$ cat config.mk
export PLATFORM = sky130hd
export DESIGN_NAME = multicycle_control_flat
export DESIGN_NICKNAME = d
export VERILOG_FILES = /design/src/rtl/multicycle_control_if.sv /design/src/rtl/multicycle_control.sv /design/src/flat_wrapper.sv
export SDC_FILE = /design/constraint.sdc
export NUM_CORES = 1
export LEC_CHECK = 0
export ABC_AREA = 1
export CAP_MARGIN = 20
export CORE_AREA = 2 2 39 41
export CTS_CLUSTER_SIZE = 24
export DETAILED_ROUTE_END_ITERATION = 10
export DIE_AREA = 0 0 41 43
export PLACE_DENSITY = 0.81
export SYNTH_ARGS = -nofsm -noshare
export SYNTH_HDL_FRONTEND = slang
export SYNTH_SLANG_ARGS = --single-unit
$ cat constraint.sdc
create_clock -name clock -period 1.8 [get_ports clock]
set_clock_uncertainty 0.05 [all_clocks]
set_input_delay 0.36 -clock clock [delete_from_list [all_inputs] [get_ports clock]]
set_output_delay 0.36 -clock clock [all_outputs]
set_load 0.01 [all_outputs]
$ cat src/rtl/multicycle_control_if.sv
// Control/datapath bundle for the multicycle MIPS main control FSM.
interface multicycle_control_if;
  logic [5:0] Op;
  logic       Zero;
  logic       PCWrite;
  logic [1:0] PCSource;
  logic       IorD;
  logic       MemRead;
  logic       MemWrite;
  logic       IRWrite;
  logic       MemtoReg;
  logic       RegDst;
  logic       RegWrite;
  logic       ALUSrcA;
  logic [1:0] ALUSrcB;
  logic [1:0] ALUOp;
  logic [3:0] State;

  // Control side: consumes opcode and zero flag, drives datapath controls.
  modport master (
    input  Op, Zero,
    output PCWrite, PCSource, IorD, MemRead, MemWrite, IRWrite,
           MemtoReg, RegDst, RegWrite, ALUSrcA, ALUSrcB, ALUOp, State
  );

  // Datapath side: supplies opcode and zero flag, obeys the controls.
  modport slave (
    output Op, Zero,
    input  PCWrite, PCSource, IorD, MemRead, MemWrite, IRWrite,
           MemtoReg, RegDst, RegWrite, ALUSrcA, ALUSrcB, ALUOp, State
  );
endinterface

$ cat src/rtl/multicycle_control.sv
// Moore main control FSM for the multicycle MIPS datapath.
module multicycle_control (
  input logic                  clock,
  input logic                  reset,
  multicycle_control_if.master bus
);

  localparam int unsigned OP_W = 6;
  localparam int unsigned ST_W = 4;

  localparam logic [OP_W-1:0] OP_RTYPE = 6'h00;
  localparam logic [OP_W-1:0] OP_LW    = 6'h23;
  localparam logic [OP_W-1:0] OP_SW    = 6'h2B;
  localparam logic [OP_W-1:0] OP_BEQ   = 6'h04;
  localparam logic [OP_W-1:0] OP_BNE   = 6'h05;
  localparam logic [OP_W-1:0] OP_ADDI  = 6'h08;
  localparam logic [OP_W-1:0] OP_J     = 6'h02;

  typedef enum logic [ST_W-1:0] {
    FETCH    = 4'd0,
    DECODE   = 4'd1,
    MEMADR   = 4'd2,
    MEMRD    = 4'd3,
    MEMWB    = 4'd4,
    MEMWR    = 4'd5,
    RTYPE_EX = 4'd6,
    RTYPE_WB = 4'd7,
    BRANCH   = 4'd8,
    JUMP     = 4'd9,
    ADDI_EX  = 4'd10,
    ADDI_WB  = 4'd11
  } state_t;

  state_t     state_q;
  state_t     state_d;

  logic       pc_write;
  logic [1:0] pc_source;
  logic       i_or_d;
  logic       mem_read;
  logic       mem_write;
  logic       ir_write;
  logic       mem_to_reg;
  logic       reg_dst;
  logic       reg_write;
  logic       alu_src_a;
  logic [1:0] alu_src_b;
  logic [1:0] alu_op;

  // State register; reset abandons any instruction in flight.
  always_ff @(posedge clock) begin
    if (reset) begin
      state_q <= FETCH;
    end else begin
      state_q <= state_d;
    end
  end

  // Next-state and Moore output decode; PCWrite in BRANCH also looks at Op/Zero.
  always_comb begin
    state_d    = FETCH;
    pc_write   = 1'b0;
    pc_source  = 2'd0;
    i_or_d     = 1'b0;
    mem_read   = 1'b0;
    mem_write  = 1'b0;
    ir_write   = 1'b0;
    mem_to_reg = 1'b0;
    reg_dst    = 1'b0;
    reg_write  = 1'b0;
    alu_src_a  = 1'b0;
    alu_src_b  = 2'd0;
    alu_op     = 2'd0;

    case (state_q)
      FETCH: begin
        mem_read  = 1'b1;
        ir_write  = 1'b1;
        alu_src_b = 2'd1;
        pc_write  = 1'b1;
        state_d   = DECODE;
      end
      DECODE: begin
        alu_src_b = 2'd3;
        case (bus.Op)
          OP_LW, OP_SW:   state_d = MEMADR;
          OP_RTYPE:       state_d = RTYPE_EX;
          OP_ADDI:        state_d = ADDI_EX;
          OP_BEQ, OP_BNE: state_d = BRANCH;
          OP_J:           state_d = JUMP;
          default:        state_d = FETCH;
        endcase
      end
      MEMADR: begin
        alu_src_a = 1'b1;
        alu_src_b = 2'd2;
        state_d   = (bus.Op == OP_LW) ? MEMRD : MEMWR;
      end
      MEMRD: begin
        mem_read = 1'b1;
        i_or_d   = 1'b1;
        state_d  = MEMWB;
      end
      MEMWB: begin
        reg_write  = 1'b1;
        mem_to_reg = 1'b1;
      end
      MEMWR: begin
        mem_write = 1'b1;
        i_or_d    = 1'b1;
      end
      RTYPE_EX: begin
        alu_src_a = 1'b1;
        alu_op    = 2'd2;
        state_d   = RTYPE_WB;
      end
      RTYPE_WB: begin
        reg_write = 1'b1;
        reg_dst   = 1'b1;
      end
      BRANCH: begin
        alu_src_a = 1'b1;
        alu_op    = 2'd1;
        pc_source = 2'd1;
        pc_write  = ((bus.Op == OP_BEQ) &&  bus.Zero) ||
                    ((bus.Op == OP_BNE) && !bus.Zero);
      end
      JUMP: begin
        pc_source = 2'd2;
        pc_write  = 1'b1;
      end
      ADDI_EX: begin
        alu_src_a = 1'b1;
        alu_src_b = 2'd2;
        state_d   = ADDI_WB;
      end
      ADDI_WB: begin
        reg_write = 1'b1;
      end
      default: begin
        state_d = FETCH;
      end
    endcase
  end

  assign bus.PCWrite  = pc_write;
  assign bus.PCSource = pc_source;
  assign bus.IorD     = i_or_d;
  assign bus.MemRead  = mem_read;
  assign bus.MemWrite = mem_write;
  assign bus.IRWrite  = ir_write;
  assign bus.MemtoReg = mem_to_reg;
  assign bus.RegDst   = reg_dst;
  assign bus.RegWrite = reg_write;
  assign bus.ALUSrcA  = alu_src_a;
  assign bus.ALUSrcB  = alu_src_b;
  assign bus.ALUOp    = alu_op;
  assign bus.State    = ST_W'(state_q);

endmodule

$ cat src/flat_wrapper.sv
// flat-port wrapper written by rule: the top's interface ports become plain ports
module multicycle_control_flat 
  (clock, reset, bus_Op, bus_Zero, bus_PCWrite, bus_PCSource, bus_IorD, bus_MemRead, bus_MemWrite, bus_IRWrite, bus_MemtoReg, bus_RegDst, bus_RegWrite, bus_ALUSrcA, bus_ALUSrcB, bus_ALUOp, bus_State);
  multicycle_control_if bus_i ();
  input logic clock;
  input logic reset;
  input wire logic [$bits(bus_i.Op)-1:0] bus_Op;
  input wire logic [$bits(bus_i.Zero)-1:0] bus_Zero;
  output wire logic [$bits(bus_i.PCWrite)-1:0] bus_PCWrite;
  output wire logic [$bits(bus_i.PCSource)-1:0] bus_PCSource;
  output wire logic [$bits(bus_i.IorD)-1:0] bus_IorD;
  output wire logic [$bits(bus_i.MemRead)-1:0] bus_MemRead;
  output wire logic [$bits(bus_i.MemWrite)-1:0] bus_MemWrite;
  output wire logic [$bits(bus_i.IRWrite)-1:0] bus_IRWrite;
  output wire logic [$bits(bus_i.MemtoReg)-1:0] bus_MemtoReg;
  output wire logic [$bits(bus_i.RegDst)-1:0] bus_RegDst;
  output wire logic [$bits(bus_i.RegWrite)-1:0] bus_RegWrite;
  output wire logic [$bits(bus_i.ALUSrcA)-1:0] bus_ALUSrcA;
  output wire logic [$bits(bus_i.ALUSrcB)-1:0] bus_ALUSrcB;
  output wire logic [$bits(bus_i.ALUOp)-1:0] bus_ALUOp;
  output wire logic [$bits(bus_i.State)-1:0] bus_State;
  assign bus_i.Op = bus_Op;
  assign bus_i.Zero = bus_Zero;
  assign bus_PCWrite = bus_i.PCWrite;
  assign bus_PCSource = bus_i.PCSource;
  assign bus_IorD = bus_i.IorD;
  assign bus_MemRead = bus_i.MemRead;
  assign bus_MemWrite = bus_i.MemWrite;
  assign bus_IRWrite = bus_i.IRWrite;
  assign bus_MemtoReg = bus_i.MemtoReg;
  assign bus_RegDst = bus_i.RegDst;
  assign bus_RegWrite = bus_i.RegWrite;
  assign bus_ALUSrcA = bus_i.ALUSrcA;
  assign bus_ALUSrcB = bus_i.ALUSrcB;
  assign bus_ALUOp = bus_i.ALUOp;
  assign bus_State = bus_i.State;
  multicycle_control u_core (.clock(clock), .reset(reset), .bus(bus_i));
endmodule
# After elaboration in Yosys (flattened, before gate mapping)
# Cells that the tools add are included.
# W data, S select, Z words.
# word_totals
ff_bits,4
input_bits,9
word_cells,47
# op_classes
n_eq_ne,17
muxes,15
reduce_logical,14
# op_table
cell,count
$pmux W4 S6,1
$pmux W4 S5,1
$eq A4 B3 Y1 const B,4
$eq A4 B4 Y1 const B,4
$eq A6 B3 Y1 const B,2
$eq A6 B6 Y1 const B,2
$reduce_or A2 Y1,6
$eq A4 B2 Y1 const B,2
$mux W1,8
$pmux W2 S2,2
$eq A6 B2 Y1 const B,1
$eq A6 B4 Y1 const B,1
$logic_not A6 Y1,1
$pmux W2 S3,1
$eq A4 B1 Y1 const B,1
$logic_not A4 Y1,1
$reduce_or A4 Y1,1
$mux W3,1
$reduce_or A3 Y1,1
$logic_and A1 B1 Y1,2
$pmux W1 S2,1
$logic_not A1 Y1,1
$logic_or A1 B1 Y1,1

# Logic depth before layout (Yosys ltp)
# Gate-level depths: netlist (run 1).
# depth
word_depth,4
ltp_mapped,7

# Worst setup path after synthesis (run 1)
# OpenSTA, ideal clock, no wires.
# synth_timing
path_kind,flip-flop to output port
from,register u_core.state_q[3] (netlist: u_core.bus.State[3])
to,output bus_PCWrite
arrival_ns,1.046
required_time_ns,1.390
path_slack_ns,0.344
stages_incl_launch_ff,5
n_path_buf,0
path_cell_list,dfxtp_1 -> inv_2 -> nor2_2 -> nand3_1 -> o31ai_1
# synth_via
elab_chain_cells,3
elab_cells_between_ends,5
classes_between,2 x eq/ne; 1 x mux; 2 x reduce/logical
# synth_lines
item,line_no,rtl
from (decl),multicycle_control.sv:34,state_t state_q;
from (signal assigned),multicycle_control.sv:55,state_q <= state_d;
$eq A4 B4 Y1 or $logic_not A4 Y1 (tied branches),multicycle_control.sv:75,case (state_q)
$reduce_or A2 Y1 (no line),-,
$pmux W1 S2 *,multicycle_control.sv:75,
to (decl),flat_wrapper.sv:9,output wire logic [$bits(bus_i.PCWrite)-1:0] bus_PCWrite;
# Every way passes the cells marked *; elsewhere a longest branch is shown, timed or not.

# Worst setup path after layout (run 1)
# layout_timing
from,register u_core.state_q[3] (netlist: u_core.bus.State[3])
to,output bus_ALUOp[1]
# layout_via
elab_chain_cells,2
elab_cells_between_ends,3
classes_between,2 x eq/ne; 1 x mux
# layout_lines
item,line_no,rtl
$eq A4 B4 Y1 or $eq A4 B3 Y1 (tied branches),multicycle_control.sv:75,
$pmux W2 S2 *,multicycle_control.sv:75,
to (decl),flat_wrapper.sv:20,output wire logic [$bits(bus_i.ALUOp)-1:0] bus_ALUOp;
# Marks and branches as above.

==> out/qor.tcl, run 1 <==
set qor(gr-total-overflow) 0
set qor(synth_cell_types) 22
set qor(die_y_um) 43
set qor(syn-mean-instance-area_sq_um) 5.80
set qor(dpl-instance-area_sq_um) 938
set qor(cts-root-to-sink-buffers) 2
set qor(timing.critical_path.fanout_max) 5
set qor(detail_route.wirelength.met1_um) 671
set qor(synth_common_cells) {sky130_fd_sc_hd__nor2_1, sky130_fd_sc_hd__nand2_1, sky130_fd_sc_hd__inv_1, sky130_fd_sc_hd__inv_2, sky130_fd_sc_hd__nand3_1}
set qor(cts_root_buf) {sky130_fd_sc_hd__clkbuf_4}
set qor(setup_crit_start_kind) {register}
set qor(finalHoldViolCount) 0
set qor(holdCritStartpoint) {bus_Op[2]}
set qor(netlist_area_sq_um) 475
set qor(cts_max_level) 1
set qor(netlist.top_cell.by_area) {sky130_fd_sc_hd__dfxtp_1}
set qor(hold_path.class) {input pin to register}
set qor(final_min_period_over_clock_period) 0.997
set qor(timing.rr.end) {u_core.bus.State[2]$_SDFF_PP0_}
set qor(synthesis.yosys.warnings) 0
set qor(post_cts_buffers) 0
set qor(crit_chain) {inv_2 -> buf_4 -> nand2_2 -> buf_4 -> nor2_2 -> dlygate4sd2_1}
set qor(synth.most_common_cell) {sky130_fd_sc_hd__nor2_1}
set qor(worst_hold_path.endpoint) {u_core.bus.State[1]$_SDFF_PP0_}
set qor(num_vias) 719
set qor(pin_count_of_the_biggest_net_entering_global_routing) 7
set qor(finalSetupViolCount) 0
set qor(worst_r2r_path_depth) 9
set qor(setup.reg_to_reg.worst_slack_ns) 0.51
set qor(outcome) {finished, final reports clean}
set qor(cts-hold-fix-buffers) 0
set qor(number_of_violations_reported_at_the_end_of_detailed_routing_iteration_0) 14
set qor(ys_ff_latch) 4
set qor(grt_pass1_vias) 610
set qor(power.leakage_nw) 0.558
set qor(ratio_of_cells_with_drive_above_1_in_the_final_layout) 0.459
set qor(synth-main-ff-cell) {sky130_fd_sc_hd__dfxtp_1}
set qor(final_cell_area_sq_um) 998
set qor(place.detailed.hpwl_mm) 1.22
set qor(dr_wl_met2_um) 872
set qor(drt-total-wl_mm) 1.70
set qor(max_reg_flops) 4
set qor(fp.coreArea_sq_um) 1380
set qor(antennaDiodeCount) 0
set qor(synth_nets) 91
set qor(peakVddDrop_mv) 0.381
set qor(cts.sink_count) 4
set qor(ant_nets) 0
set qor(cp_slowest_stage_delay_ns) 0.31
set qor(synth.yosys.seq_area_share) 0.168
set qor(tritoncts) {done}
set qor(dr.max_layer_used) {met4}
set qor(port_buffers) 27
set qor(timing_worst_slew_pin_value_ns) 0.188
set qor(post-route-drc-count) 0
set qor(slew_headroom) 0.874
set qor(worstPathArrival_ns) 1.38
set qor(routedWlPerCell_um) 11.2
set qor(synth-edff-count) 0
set qor(grt_pass1_wl_mm) 2.34
set qor(async_flop_share) 0
set qor(max_cap_viol_count) 0
set qor(yosys-top-cells-area) {sky130_fd_sc_hd__dfxtp_1, sky130_fd_sc_hd__nor2_1, sky130_fd_sc_hd__nand3_1, sky130_fd_sc_hd__nand2_1, sky130_fd_sc_hd__nor2_4}
set qor(grt_antenna_before_repair) 0
set qor(die_x_um) 41
set qor(fin_total_pwr_mw) 0.337
set qor(cts_buffers) 3
set qor(grtUsageTotal) 0.185
set qor(met3_length_um) 120
set qor(highest_achievable_clock_rate_mhz) 557
set qor(routabilityCongestion) 0.815
set qor(worstSetupEndpointType) {primary output}
set qor(criticalPathCategory) {register to primary output}
set qor(worstSkewPairLatency_ns) 0.23
set qor(cp_slowest_cell) {sky130_fd_sc_hd__dfxtp_1}
set qor(via_per_inst) 4.76
set qor(power_density_nw_per_um2) 338
set qor(post_route_minimum_period_ns) 1.79
set qor(synthDominantCellAreaShare) 0.168
set qor(effective_utilization_at_floorplan) 0.344
set qor(clk_pin_slew_ns) 0.04
set qor(io_pins) 28
set qor(r2r-start) {u_core.bus.State[3]$_SDFF_PP0_}
set qor(row_count) 14
set qor(slew_viol_final) 0
set qor(die_footprint_sq_um) 1760
set qor(most_common_cell_type_on_the_critical_path) {sky130_fd_sc_hd__buf_4}
set qor(synthCells) 82
set qor(hold_path_depth) 7
set qor(area_delta_synth_final_pct) 110
set qor(num-nets-final) 146
set qor(critical_path_required_ns) 1.39
set qor(dr.pass1.iters) 4
[critical path, delay by kind of cell (launching register included)]
| family | cells | cell delay [ns] |
|---|---|---|
| simple gates | 2 | 0.21 |
| buf+inv | 4 | 0.64 |
| flops | 1 | 0.31 |
[what timing repair did]
item / in CTS / in global routing
pin swaps: 1 / 3
gates resized for setup: 24 / 14
setup endpoints to repair: 15 / 3
[worst max path at each step]
stage                                        start           end  slack, ns  cells after the start
finish              u_core.bus.State[3]$_SDFF_PP0_  bus_ALUOp[1]      0.005                      6
global placement                         bus_Op[2]   bus_PCWrite      -0.41                      6
floorplan           u_core.bus.State[3]$_SDFF_PP0_   bus_PCWrite       0.34                      4
detailed placement                       bus_Op[2]   bus_PCWrite      -0.49                      6
CTS                 u_core.bus.State[2]$_SDFF_PP0_   bus_ALUSrcA      -0.15                      4
global route        u_core.bus.State[3]$_SDFF_PP0_  bus_ALUOp[1]      -0.04                      6
[final cells by class]
cell class / count / area [sq um]
timing repair buffer: 51 / 448
tap: 16 / 20.0
fill: 116 / 385
sequential: 4 / 83.8
multi-input combinational: 61 / 364
clock buffer: 3 / 22.5
inverter: 16 / 60.1
[cell usage in the layout, fill, tap and decap left out, drive strengths merged]
| cell type | instances |
|---|---|
| nor2 | 24 |
| inv | 16 |
| a21oi | 4 |
| dfxtp | 4 |
| dlymetal6s2s | 7 |
| buf | 25 |
| or2 | 1 |
| o31ai | 1 |
| o21ai | 3 |
| clkbuf | 3 |
| clkdlybuf4s50 | 6 |
| nand3 | 9 |
| o22ai | 1 |
| dlygate4sd2 | 12 |
| xnor2 | 1 |
| nand2 | 14 |
| nor3 | 2 |
| nand4 | 1 |
| clkdlybuf4s15 | 1 |
[cell families after synthesis]
group | share of synthesized area
simple gates | 0.568
flops | 0.168
buf+inv | 0.142
compound gates | 0.103
xor+xnor | 0.0184
[where the power goes]
part	internal [mW]	total, mW	switching [mW]
registers	0.0923	0.0958	0.00351
clock network	0.0743	0.107	0.0330
logic	0.0703	0.134	0.0638
[through the flow]
step	worst slack (ns)	hold slack (ns)	setup TNS, ns	util	instances
after floorplan	0.344	0.379	0	-	82
after global placement	-0.415	0.653	-0.417	0.678	148
after detailed placement	-0.489	0.662	-0.489	0.678	148
after CTS	-0.149	0.687	-0.223	0.693	151
after global routing	-0.0435	0.675	-0.0590	0.722	151
final	0.00523	0.630	0	0.722	151
[routing by layer]
metal  global-route usage  vias to the layer above
met5                    0                        -
met4               0.0533                        0
met3               0.0314                        4
met2                0.309                       37
met1                0.228                      315
li1                     -                      363
No activity file was read; power rests on OpenSTA's default activity.
==> inputs of run 2 (changes only) <==
--- a/config.mk
+++ b/config.mk
@@ -8,10 +8,12 @@
 export ABC_AREA = 1
 export CAP_MARGIN = 20
 export CORE_AREA = 2 2 39 41
+export CTS_BUF_LIST = sky130_fd_sc_hd__clkbuf_2 sky130_fd_sc_hd__clkbuf_4 sky130_fd_sc_hd__clkbuf_8
 export CTS_CLUSTER_SIZE = 24
 export DETAILED_ROUTE_END_ITERATION = 10
 export DIE_AREA = 0 0 41 43
 export PLACE_DENSITY = 0.81
+export SETUP_SLACK_MARGIN = 0.5
 export SYNTH_ARGS = -nofsm -noshare
 export SYNTH_HDL_FRONTEND = slang
 export SYNTH_SLANG_ARGS = --single-unit
==> run 2 against run 1 <==
Against the previous run: non-clock buffer count fell by 4; worst setup slack better by 0.11 ns; sequential power rose by 1%; via count is 0.42% lower; count of clock-buffer cells in the layout unchanged; register-to-register slack hardly changed; utilization is 1.9 points higher; total power rose by 4.0%; combinational power rose by 4%; global-route usage rose by 5.3 points; final cell count decreased by 2.6%; critical path type unchanged; largest cell class is now multi-input gates.
==> out/qor.tcl, run 2 (same netlist as run 1, synthesis figures left out) <==
set qor(power.leakage_nw) 0.507 ;# -9.3%
set qor(clk_pin_slew_ns) 0.04 ;# about the same
set qor(antennaDiodeCount) 0 ;# unchanged
set qor(routedWlPerCell_um) 13.3 ;# +18%
set qor(fill_cells) 105 ;# -9.5%
set qor(setup_crit_end) {bus_ALUSrcA}
set qor(cts-root-to-sink-buffers) 2 ;# unchanged
set qor(effective_utilization_at_floorplan) 0.344 ;# unchanged
set qor(area_delta_synth_final_pct) 116
set qor(timing.critical_path.fanout_max) 4 ;# -1
set qor(final_min_period_over_clock_period) 0.935 ;# -0.0616
set qor(fin_total_pwr_mw) 0.351 ;# +4.0%
set qor(tritoncts) {done}
set qor(grt_pass1_wl_mm) 2.84 ;# +21%
set qor(worst_r2r_path_depth) 9 ;# unchanged
set qor(timing.rr.end) {u_core.bus.State[2]$_SDFF_PP0_}
set qor(number_of_violations_reported_at_the_end_of_detailed_routing_iteration_0) 13 ;# -1
set qor(io_pins) 28 ;# unchanged
set qor(port_buffers) 27 ;# unchanged
set qor(outcome) {finished, final reports clean}
set qor(ant_nets) 0 ;# unchanged
set qor(worstSkewPairLatency_ns) 0.24 ;# about the same
set qor(worstPathArrival_ns) 1.27 ;# -0.11 ns
set qor(num_vias) 716 ;# -0.42%
set qor(finalSetupViolCount) 0 ;# unchanged
set qor(gr-total-overflow) 0 ;# unchanged
set qor(seqCellArea_sq_um) 92.6 ;# +10%
set qor(slew_headroom) 0.885 ;# +0.0111
set qor(layout.cells.most_common) {sky130_fd_sc_hd__buf_4}
set qor(power_density_nw_per_um2) 342 ;# +1.3%
set qor(dpl-instance-area_sq_um) 881 ;# -6.1%
set qor(critical_path_required_ns) 1.39 ;# about the same
set qor(drt-total-wl_mm) 1.95 ;# +15%
set qor(peakVddDrop_mv) 0.271 ;# -29%
set qor(pin_count_of_the_biggest_net_entering_global_routing) 7 ;# unchanged
set qor(multi_input_comb_area_sq_um) 447 ;# +23%
set qor(cts_root_buf) {sky130_fd_sc_hd__clkbuf_4}
set qor(setup_crit_start_kind) {register}
set qor(die_footprint_sq_um) 1760 ;# unchanged
set qor(post-route-drc-count) 0 ;# unchanged
set qor(grt_pass1_vias) 673 ;# +10%
set qor(fp.coreArea_sq_um) 1380 ;# unchanged
set qor(criticalPathCategory) {register to primary output}
set qor(grtUsageTotal) 0.238 ;# +0.0532
set qor(r2r-start) {u_core.bus.State[2]$_SDFF_PP0_}
set qor(setup.reg_to_reg.worst_slack_ns) 0.51 ;# about the same
set qor(die_x_um) 41 ;# unchanged
set qor(final_cell_area_sq_um) 1020 ;# +2.6%
set qor(row_count) 14 ;# unchanged
set qor(die_y_um) 43 ;# unchanged
set qor(num-nets-final) 142 ;# -2.7%
set qor(hold_path.class) {input pin to register}
set qor(cts_buffers) 3 ;# unchanged
set qor(via_per_inst) 4.87 ;# +2.3%
set qor(cts.sink_count) 4 ;# unchanged
set qor(slew_viol_final) 0 ;# unchanged
set qor(max_cap_viol_count) 0 ;# unchanged
set qor(worstSetupEndpointType) {primary output}
set qor(post_route_minimum_period_ns) 1.68 ;# -0.111 ns
set qor(ratio_of_cells_with_drive_above_1_in_the_final_layout) 0.641 ;# +0.182
set qor(dr.pass1.iters) 4 ;# unchanged
set qor(max_reg_flops) 4 ;# unchanged
set qor(fin_tns_setup_ns) 0 ;# unchanged
set qor(crit_path_start) {u_core.bus.State[0]$_SDFF_PP0_}
set qor(routabilityCongestion) 0.719 ;# -12%
set qor(setup_repair_after_global_routing_missed_its_margin) {yes}
set qor(finalHoldViolCount) 0 ;# unchanged
set qor(highest_achievable_clock_rate_mhz) 594 ;# +6.6%
set qor(layout_common_cells) {sky130_fd_sc_hd__buf_4, sky130_fd_sc_hd__nor2_1, sky130_fd_sc_hd__buf_2}
set qor(cts_max_level) 1 ;# unchanged
set qor(timing_worst_slew_pin_value_ns) 0.171 ;# -0.0172 ns
set qor(place.detailed.hpwl_mm) 1.23 ;# +0.34%
set qor(grt_antenna_before_repair) 0 ;# unchanged
## run 2: cell count changes in the layout (fill, tap and decap cells not counted), moves of 6 or more
cell	previous run	this run
sky130_fd_sc_hd__buf_6	0	8
sky130_fd_sc_hd__buf_2	1	11
sky130_fd_sc_hd__inv_2	10	4
sky130_fd_sc_hd__dlymetal6s2s_1	7	0
sky130_fd_sc_hd__buf_4	24	17
## run 2: through the flow
step                      std cells  setup slack, ns  hold WS [ns]   util
after floorplan                  82            0.485         0.372      -
after global placement          138           -0.470         0.666  0.637
after detailed placement        138           -0.474         0.670  0.637
after CTS                       144            0.157         0.628  0.705
after global routing            147           0.0714         0.671  0.741
final                           147            0.116         0.624  0.741
## run 2: power by group
group          total [mW]  internal [mW]  switching, mW  leakage [nW]
Sequential         0.0968         0.0891        0.00768        0.0352
Combinational       0.139         0.0663         0.0723         0.458
Clock               0.115         0.0748         0.0404        0.0138
## run 2: worst max-delay path, stage by stage (launching register included)
cell and delay, ns:
sky130_fd_sc_hd__dfxtp_4 0.41, sky130_fd_sc_hd__inv_6 0.06, sky130_fd_sc_hd__nand3_2 0.10, sky130_fd_sc_hd__inv_2 0.06, sky130_fd_sc_hd__or2_1 0.24, sky130_fd_sc_hd__buf_4 0.16
## run 2: timing repair
item / 4_1_cts / 5_1_grt
pin swaps: 9 / 4
setup buffers: 3 / 3
hold buffers: 0 / 0
endpoints found under the setup margin: 23 / 21
gates resized for setup: 104 / 19
## run 2: worst min path at each step
stage,start,endpoint,slack [ns],cells past startpoint
5_1_grt,bus_Op[2],u_core.bus.State[1]$_SDFF_PP0_,0.67,6
2_1_floorplan,reset,u_core.bus.State[1]$_SDFF_PP0_,0.37,1
6_report,bus_Op[2],u_core.bus.State[1]$_SDFF_PP0_,0.62,6
4_1_cts,bus_Op[2],u_core.bus.State[1]$_SDFF_PP0_,0.63,6
3_5_place_dp,u_core.bus.State[2]$_SDFF_PP0_,u_core.bus.State[3]$_SDFF_PP0_,0.67,4
3_3_place_gp,u_core.bus.State[2]$_SDFF_PP0_,u_core.bus.State[3]$_SDFF_PP0_,0.67,4
## run 2: cell type report
cell class	count	area share
clock buffers	3	0.0220
inverters	16	0.0757
multi-input cells	61	0.436
flip-flops and latches	4	0.0904
well taps	16	0.0195
repair buffers	47	0.357
## run 2: routing by layer
layer / vias up / track usage / part of all wire / wire length [um]
li1: 362 / - / - / -
met4: 0 / 0.100 / 0 / 0
met3: 0 / 0.0628 / 0.062 / 120
met2: 27 / 0.434 / 0.56 / 1090
met5: - / 0 / 0 / 0
met1: 327 / 0.228 / 0.38 / 740
==> inputs of run 3 (changes only) <==
--- a/config.mk
+++ b/config.mk
@@ -12,8 +12,10 @@
 export CTS_CLUSTER_SIZE = 24
 export DETAILED_ROUTE_END_ITERATION = 10
 export DIE_AREA = 0 0 41 43
+export HOLD_SLACK_MARGIN = 0.08
 export PLACE_DENSITY = 0.81
 export SETUP_SLACK_MARGIN = 0.5
 export SYNTH_ARGS = -nofsm -noshare
 export SYNTH_HDL_FRONTEND = slang
 export SYNTH_SLANG_ARGS = --single-unit
+export TNS_END_PERCENT = 1
==> run 3 against run 2 <==
Against the previous run: sequential share of layout area rose by 0.78 points; flip-flop and latch count did not move; total power is 5.2% lower; global-route usage shrank 1.7 points; sequential power down 2.4%; non-clock buffer count shrank 4; worst setup slack better by 0.024 ns; maximum frequency increased by 1.4%; critical path type unchanged; highest routed layer unchanged.
==> out/qor.tcl, run 3 (same netlist as run 1, synthesis figures left out) <==
set qor(cp_slowest_cell) {sky130_fd_sc_hd__dfxtp_4}
set qor(cts_max_level) 1 ;# unchanged
set qor(highest_achievable_clock_rate_mhz) 602 ;# +1.4%
set qor(clk_pin_slew_ns) 0.04 ;# about the same
set qor(worstSetupEndpointType) {primary output}
set qor(grt_antenna_before_repair) 0 ;# unchanged
set qor(criticalPathCategory) {register to primary output}
set qor(die_footprint_sq_um) 1760 ;# unchanged
set qor(max_reg_flops) 4 ;# unchanged
set qor(drt-total-wl_mm) 1.84 ;# -5.5%
set qor(power_density_nw_per_um2) 352 ;# +3.0%
set qor(grt_pass1_vias) 660 ;# -1.9%
set qor(dpl-instance-area_sq_um) 881 ;# unchanged
set qor(peakVddDrop_mv) 0.265 ;# -2.0%
set qor(cp_slowest_stage_delay_ns) 0.36 ;# -0.05 ns
set qor(worstSkewPairLatency_ns) 0.23 ;# about the same
set qor(pin_count_of_the_biggest_net_entering_global_routing) 7 ;# unchanged
set qor(post_route_minimum_period_ns) 1.66 ;# -0.0237 ns
set qor(routedWlPerCell_um) 12.9 ;# -2.9%
set qor(hold_path.class) {input pin to register}
set qor(antennaDiodeCount) 0 ;# unchanged
set qor(num_vias) 717 ;# +0.14%
set qor(port_buffers) 27 ;# unchanged
set qor(die_y_um) 43 ;# unchanged
set qor(io_pins) 28 ;# unchanged
set qor(max_cap_viol_count) 0 ;# unchanged
set qor(setup_repair_after_global_routing_missed_its_margin) {yes}
set qor(die_x_um) 41 ;# unchanged
set qor(grtUsageTotal) 0.221 ;# -0.0171
set qor(fin_tns_setup_ns) 0 ;# unchanged
set qor(finalHoldViolCount) 0 ;# unchanged
set qor(timing_worst_slew_pin_value_ns) 0.177 ;# +0.00616 ns
set qor(row_count) 14 ;# unchanged
set qor(ant_nets) 0 ;# unchanged
set qor(area_delta_synth_final_pct) 98.4
set qor(via_per_inst) 5.01 ;# +2.9%
set qor(final_core_utilization) 0.682 ;# -0.0588
set qor(final_min_period_over_clock_period) 0.922 ;# -0.0132
set qor(fp.coreArea_sq_um) 1380 ;# unchanged
set qor(routabilityCongestion) 0.719 ;# unchanged
set qor(cts_root_buf) {sky130_fd_sc_hd__clkbuf_4}
set qor(effective_utilization_at_floorplan) 0.344 ;# unchanged
set qor(crit_chain) {inv_2 -> nand2_2 -> buf_4 -> o21ai_1 -> buf_2}
set qor(cts_buffers) 3 ;# unchanged
set qor(fin_total_pwr_mw) 0.333 ;# -5.2%
set qor(layout_common_cells) {sky130_fd_sc_hd__dlygate4sd2_1, sky130_fd_sc_hd__buf_4, sky130_fd_sc_hd__nor2_1}
set qor(power.leakage_nw) 0.467 ;# -7.8%
set qor(cts.sink_count) 4 ;# unchanged
set qor(num-nets-final) 138 ;# -2.8%
set qor(gr-total-overflow) 0 ;# unchanged
set qor(grt_pass1_wl_mm) 2.68 ;# -5.6%
set qor(tritoncts) {done}
set qor(ratio_of_cells_with_drive_above_1_in_the_final_layout) 0.496 ;# -0.145
set qor(cts-hold-fix-buffers) 0 ;# unchanged
set qor(slew_headroom) 0.881 ;# -0.00413
set qor(critical_path_required_ns) 1.39 ;# about the same
set qor(dr.pass1.iters) 4 ;# unchanged
set qor(finalSetupViolCount) 0 ;# unchanged
set qor(setup_crit_start_kind) {register}
set qor(final_cell_area_sq_um) 943 ;# -7.9%
set qor(layout.cells.most_common) {sky130_fd_sc_hd__dlygate4sd2_1}
set qor(slew_viol_final) 0 ;# unchanged
set qor(worstPathArrival_ns) 1.25 ;# -0.02 ns
set qor(number_of_violations_reported_at_the_end_of_detailed_routing_iteration_0) 7 ;# -6
set qor(cts-root-to-sink-buffers) 2 ;# unchanged
set qor(place.detailed.hpwl_mm) 1.23 ;# unchanged
set qor(timing.critical_path.fanout_max) 4 ;# unchanged
set qor(hold_slack_ns) 0.647 ;# +0.0228 ns
set qor(outcome) {finished, final reports clean}
set qor(post-route-drc-count) 0 ;# unchanged
==> run 3: through the flow <==
stage / std cells / setup WS, ns
finish: 143 / 0.140
detailed placement: 138 / -0.474
CTS: 142 / 0.157
floorplan: 82 / 0.485
global placement: 138 / -0.470
global route: 143 / 0.0822
==> run 3: cell type report <==
type,count,area [sq um]
Tap cell,16,20.0
Clock buffer,3,22.5
Timing Repair Buffer,43,349
Inverter,16,65.1
Fill cell,119,440
Sequential cell,4,92.6
Multi-Input combinational cell,61,394
==> run 3: path summary, 6_finish.rpt <==
check,to,startpoint,slack (ns),depth (start not counted)
worst max-delay path,bus_ALUSrcB[1],u_core.bus.State[0]$_SDFF_PP0_,0.14,5
worst min-delay path,u_core.bus.State[1]$_SDFF_PP0_,bus_Op[2],0.65,6
worst max register to register,u_core.bus.State[2]$_SDFF_PP0_,u_core.bus.State[2]$_SDFF_PP0_,0.56,8
worst min register to register,u_core.bus.State[1]$_SDFF_PP0_,u_core.bus.State[2]$_SDFF_PP0_,0.71,4
==> run 3: layer usage <==
layer,up-vias,track usage,share of wire
met4,0,0.0467,0
met3,0,0.0576,0.052
met2,28,0.441,0.58
li1,351,-,-
met1,338,0.196,0.36
met5,-,0,0
==> run 3: repair_timing <==
item / CTS / global route
hold endpoints to repair: 0 / 0
resized for setup: 54 / 8
cloned: 0 / 0
buffers inserted: 1 / 1
endpoints found under the setup margin: 23 / 19
pin swaps: 4 / 4
==> run 3: where the power goes <==
part	internal (mW)	switching, mW	total (mW)
combinational	0.0618	0.0666	0.128
sequential	0.0892	0.00538	0.0945
clock	0.0744	0.0351	0.110
total	0.225	0.107	0.333
==> run 3: critical path: cells and delay by family (launching register included) <==
kind	cells	cell delay (ns)
buffers and inverters	3	0.41
DFF	1	0.36
AOI/OAI and AO/OA	1	0.16
and+or+nand+nor	1	0.08
